[src/rtl/regfile_arb_pkg.sv]
// Shared types and constants for the register-file write arbiter.
package regfile_arb_pkg;

    localparam int XLEN             = 32;
    localparam int AW               = 5;
    localparam int NREG             = 1 << AW;
    localparam int MD_DEPTH_DEF     = 2;
    localparam int STARVE_LIMIT_DEF = 4;

    // One buffered M-unit result: destination register and value.
    typedef struct packed {
        logic [AW-1:0]   addr;
        logic [XLEN-1:0] data;
    } md_entry_t;

endpackage

[src/rtl/regfile_write_arbiter_fifo.sv]
// md_result_fifo: small synchronous FIFO holding M-unit results until the
// register-file write port is free. Pointers carry an extra wrap bit so
// full and empty are distinguished without a separate count.
module md_result_fifo
    import regfile_arb_pkg::*;
#(
    parameter int DEPTH = MD_DEPTH_DEF
) (
    input  logic      i_clk,
    input  logic      i_rst,
    input  logic      i_push,
    input  md_entry_t i_data,
    input  logic      i_pop,
    output logic      o_full,
    output logic      o_empty,
    output md_entry_t o_head
);

    localparam int PW = $clog2(DEPTH);

    logic [PW:0] r_wr_ptr;
    logic [PW:0] r_rd_ptr;
    md_entry_t   r_mem [DEPTH];

    assign o_empty = (r_wr_ptr == r_rd_ptr);
    assign o_full  = (r_wr_ptr[PW] != r_rd_ptr[PW]) &&
                     (r_wr_ptr[PW-1:0] == r_rd_ptr[PW-1:0]);
    assign o_head  = r_mem[r_rd_ptr[PW-1:0]];

    // Storage needs no reset; only the pointers define what is valid.
    always_ff @(posedge i_clk) begin
        if (i_push && !o_full) begin
            r_mem[r_wr_ptr[PW-1:0]] <= i_data;
        end
    end

    // Advance pointers on push/pop; reset discards all queued results.
    always_ff @(posedge i_clk or posedge i_rst) begin
        if (i_rst) begin
            r_wr_ptr <= '0;
            r_rd_ptr <= '0;
        end else begin
            if (i_push && !o_full) begin
                r_wr_ptr <= r_wr_ptr + 1'b1;
            end
            if (i_pop && !o_empty) begin
                r_rd_ptr <= r_rd_ptr + 1'b1;
            end
        end
    end

endmodule

[src/rtl/regfile_write_arbiter.sv]
// regfile_write_arbiter: shares the single register-file write port between
// the in-order WB stage (always wins) and buffered M-unit results. Tracks
// outstanding M destinations and stalls decode on hazards against them.
// Optional feature macro RF_ARB_STARVE_GUARD_EN: when defined, a counter of
// consecutive lost arbitration cycles forces a decode stall so WB bubbles
// let the FIFO head drain; when undefined the FIFO may wait indefinitely.
module regfile_write_arbiter
    import regfile_arb_pkg::*;
#(
    parameter int MD_DEPTH     = MD_DEPTH_DEF,
    parameter int STARVE_LIMIT = STARVE_LIMIT_DEF
) (
    input  logic            i_clk,
    input  logic            i_reset,
    input  logic            i_wb_valid,
    input  logic [AW-1:0]   i_wb_addr,
    input  logic [XLEN-1:0] i_wb_data,
    input  logic            i_md_valid,
    output logic            o_md_ready,
    input  logic [AW-1:0]   i_md_addr,
    input  logic [XLEN-1:0] i_md_data,
    input  logic            i_issue_md,
    input  logic [AW-1:0]   i_issue_addr,
    input  logic [AW-1:0]   i_rs1_addr,
    input  logic [AW-1:0]   i_rs2_addr,
    input  logic [AW-1:0]   i_rd_addr,
    output logic            o_stall,
    output logic            o_rf_write,
    output logic [AW-1:0]   o_rf_addr,
    output logic [XLEN-1:0] o_rf_data,
    output logic [NREG-1:0] o_pending
);

    logic            w_fifo_full;
    logic            w_fifo_empty;
    logic            w_push;
    logic            w_pop;
    logic            w_wb_grant;
    logic            w_starve_stall;
    md_entry_t       w_head;
    md_entry_t       w_md_entry;
    logic [NREG-1:0] r_pending;
    logic [NREG-1:0] w_pending_nxt;

    // A result to x0 completes its handshake but never occupies the FIFO.
    assign o_md_ready = !w_fifo_full;
    assign w_push     = i_md_valid && o_md_ready && (i_md_addr != '0);
    assign w_md_entry = '{addr: i_md_addr, data: i_md_data};

    assign w_wb_grant = i_wb_valid && (i_wb_addr != '0);
    assign w_pop      = !w_wb_grant && !w_fifo_empty;

    md_result_fifo #(
        .DEPTH (MD_DEPTH)
    ) u_fifo (
        .i_clk   (i_clk),
        .i_rst   (i_reset),
        .i_push  (w_push),
        .i_data  (w_md_entry),
        .i_pop   (w_pop),
        .o_full  (w_fifo_full),
        .o_empty (w_fifo_empty),
        .o_head  (w_head)
    );

    // Write-port mux: WB first, otherwise the FIFO head, otherwise idle.
    always_comb begin
        o_rf_write = 1'b0;
        o_rf_addr  = '0;
        o_rf_data  = '0;
        if (w_wb_grant) begin
            o_rf_write = 1'b1;
            o_rf_addr  = i_wb_addr;
            o_rf_data  = i_wb_data;
        end else if (w_pop) begin
            o_rf_write = 1'b1;
            o_rf_addr  = w_head.addr;
            o_rf_data  = w_head.data;
        end
    end

    // Scoreboard next state: clear on pop first so a same-register issue wins.
    always_comb begin
        w_pending_nxt = r_pending;
        if (w_pop) begin
            w_pending_nxt[w_head.addr] = 1'b0;
        end
        if (i_issue_md && (i_issue_addr != '0)) begin
            w_pending_nxt[i_issue_addr] = 1'b1;
        end
        w_pending_nxt[0] = 1'b0;
    end

    // Register the scoreboard.
    always_ff @(posedge i_clk or posedge i_reset) begin
        if (i_reset) begin
            r_pending <= '0;
        end else begin
            r_pending <= w_pending_nxt;
        end
    end

    assign o_pending = r_pending;

`ifdef RF_ARB_STARVE_GUARD_EN
    localparam int SW = $clog2(STARVE_LIMIT + 1);

    logic [SW-1:0] r_starve_cnt;

    // Count cycles the queued head loses to WB; saturate at the limit.
    always_ff @(posedge i_clk or posedge i_reset) begin
        if (i_reset) begin
            r_starve_cnt <= '0;
        end else if (w_fifo_empty || w_pop) begin
            r_starve_cnt <= '0;
        end else if (w_wb_grant && (r_starve_cnt < SW'(STARVE_LIMIT))) begin
            r_starve_cnt <= r_starve_cnt + SW'(1);
        end
    end

    assign w_starve_stall = (r_starve_cnt >= SW'(STARVE_LIMIT));
`else
    assign w_starve_stall = 1'b0;
`endif

    // Pending destinations block reads (RAW) and new writes (WAW) to them.
    assign o_stall = r_pending[i_rs1_addr] | r_pending[i_rs2_addr] |
                     r_pending[i_rd_addr]  | w_starve_stall;

endmodule
[config.mk]
export PLATFORM = sky130hd
export DESIGN_NAME = regfile_write_arbiter
export DESIGN_NICKNAME = d
export VERILOG_FILES = /design/src/rtl/regfile_arb_pkg.sv /design/src/rtl/regfile_write_arbiter_fifo.sv /design/src/rtl/regfile_write_arbiter.sv
export SDC_FILE = /design/constraint.sdc
export NUM_CORES = 1
export LEC_CHECK = 0
export CORE_ASPECT_RATIO = 1.1
export CORE_MARGIN = 2
export CORE_UTILIZATION = 25
export CTS_BUF_LIST = sky130_fd_sc_hd__clkbuf_16
export CTS_CLUSTER_SIZE = 28
export DETAILED_ROUTE_END_ITERATION = 10
export RECOVER_POWER = 50
export SYNTH_ARGS = -nofsm -noshare
export SYNTH_HDL_FRONTEND = slang
export SYNTH_SLANG_ARGS = --single-unit
[constraint.sdc]
create_clock -name i_clk -period 4.55 [get_ports i_clk]
set_clock_uncertainty 0.15 [all_clocks]
set_input_delay 0.455 -clock i_clk [delete_from_list [all_inputs] [get_ports i_clk]]
set_output_delay 0.455 -clock i_clk [all_outputs]
set_load 0.05 [all_outputs]
==> flow_summary.ini <==
[run_status]
run_status = finished with violations
violations = max-capacitance violations, max-slew violations

[finish]
final_common_cell = clkdlybuf4s50_1
final_cell_mix = clkdlybuf4s50_1 (99), edfxtp_1 (74), dlygate4sd3_1 (70)
fin_cells = 914
layout.cell_area.non_filler_um2 = 7830
areaGrowthSynthToFinish_pct = 41.7
fin_util = 0.357
finalNetCount = 708
drive_above_1_share = 0.0961

[floorplan]
die_area_um2 = 23300
start_util = 0.252
die_y_um = 160
ioPinCount = 171
die_w_um = 146
core_um2 = 21900
rows = 57

[route]
wl_um = 16000
antenna_left = 0
drt_iter0_drc = 221
vias = 4380
wl_per_cell_um = 17.5
drt_first_pass_iters = 4
post-route-drc-count = 0
vias_per_cell = 4.79

[worst_setup_path]
startpoint_type = primary input
crit_arrival_ns = 3.28
worstPathRequired_ns = 3.94
path_max_fanout = 47
critPathKind = primary input to output pin
end_kind = output pin

[place]
hpwl_um = 12400
port_buffers = 169
routabilityCongestion = 0.798
dpl_cell_area_um2 = 7550
place_inst = 893

[yosys]
yosys.cell_types.count = 50
ys_ff_latch = 109
synth.net_count = 546
ys_warn_count = 0
yosysSeqAreaShare = 0.561
synth_edf_count = 74
syn_area_per_cell_um2 = 12.4
synth_area_um2 = 5520
synthArstFlopShare = 0.321
synth_top_flop_cell = edfxtp_1
syn_inst = 447

[worst_hold_path]
hold_class = register to register

[power]
p_leak_uw = 0.00282
p_per_area_nw_per_um2 = 700
power.total_uw = 5470
ir_drop_mv = 0.356

[cts]
cts-resized-gates = 0
clock-root-buffer = clkbuf_16
cts_setup_buffers = 0
tritoncts = yes
cts_buffers = 9
clock_path_buffers = 2
clk_pin_slew_worst_paths_ns = 0.07
htreeDepth = 3
holdBufCountCts = 0
insertion_delay_ns = 0.34
cts_sinks = 109

[grt]
grt_usage = 0.136
grt_pass1_wl_um = 25000
antenna_found_initial = 5
grt_overflow = 0
grt_pass1_vias = 4456
grt_max_degree = 48

[timing]
worst_pin_slew_ns = 1.64
fmax_ghz = 0.258
rsz0062_at_grt = false
relSlewSlack = -0.0945
finalSetupViolCount = 0
tns_ns = 0
hold_violations = 0
period_needed_ns = 3.88
final.period_utilization = 0.853
final_max_slew_viol_count = 20

[run]
drv_cap = 1
-- routing by layer --
metal,up-vias,share of wire,global-route usage
met5,-,0,0
met4,0,0.012,0.0388
met3,17,0.080,0.0420
met2,186,0.47,0.224
met1,2116,0.44,0.174
li1,2061,-,-
-- synth_stat cells, drive strengths merged (5+ instances only) --
master   n  share of area
inv      5         0.0034
or3      6         0.0095
nand2   49          0.033
edfxtp  74           0.40
nor2    12         0.0082
mux2    11          0.022
dfrtp   35           0.16
o21ai   65          0.059
mux4    14          0.057
o31ai   35          0.048
buf     12          0.012
nand3b   8          0.011
mux2i   49          0.089
clkbuf  13         0.0088
nand3   10         0.0091
-- path summary, 6_finish.rpt --
kind                                         start                   to  slack (ns)  depth (start not counted)
worst max-delay path                  i_wb_addr[2]        o_rf_data[16]        0.67                          6
worst min-delay path            u_fifo.r_wr_ptr[1]   u_fifo.r_wr_ptr[1]        0.35                          1
worst max register to register  u_fifo.r_rd_ptr[0]  u_fifo.r_mem[1][33]        1.28                          5
worst min register to register  u_fifo.r_wr_ptr[1]   u_fifo.r_wr_ptr[1]        0.35                          1
max in group asynchronous                  i_reset   u_fifo.r_rd_ptr[0]        2.38                          3
min in group asynchronous                  i_reset   u_fifo.r_wr_ptr[0]        0.51                          2
-- cell type report --
class                           instances  area [um2]
Fill cell                            2195       14100
Sequential cell                       109        3100
Multi-Input combinational cell        308        2310
Timing Repair Buffer                  176        1740
Tap cell                              295         369
Clock buffer                            9         225
Clock inverter                          7        52.6
Inverter                                5        18.8
Antenna cell                            5        12.5
-- report_power, final --
group	leakage, uW	internal [uW]	switching (uW)	total (uW)
sequential	0.00111	1460	320	1780
clock	0.000135	374	351	726
combinational	0.00158	1020	1950	2970
total	0.00282	2850	2620	5470
-- registers in the layout, summed over array words and instances, names as in the netlist --
register         cells
u_fifo.r_wr_ptr      2
u_fifo.r_rd_ptr      2
o_pending           31
u_fifo.r_mem        74
-- cell families (layout without fill, tap and decap cells) --
logic type / after synthesis / in the layout / share of synthesized area
simple gates: 107 / 107 / 0.102
other cells: 1 / 6 / 0.000679
compound gates: 120 / 120 / 0.135
flops: 109 / 109 / 0.561
xor+xnor: 6 / 6 / 0.00952
mux: 74 / 74 / 0.168
buf+inv: 30 / 197 / 0.0240
-- worst max-delay path, stage by stage --
cell and delay [ns]:
dlygate4sd3_1 0.56, or4_1 0.53, o21a_2 0.23, buf_4 0.25
o31ai_1 0.35, clkdlybuf4s50_1 0.87
-- metrics by stage --
stage               setup WS, ns  hold WS (ns)
finish                     0.669         0.352
global route               0.579         0.346
floorplan                   1.15         0.311
CTS                        0.776         0.343
global placement           0.813         0.325
detailed placement         0.801         0.330
Note: power is estimated with default switching activity, not from simulation.
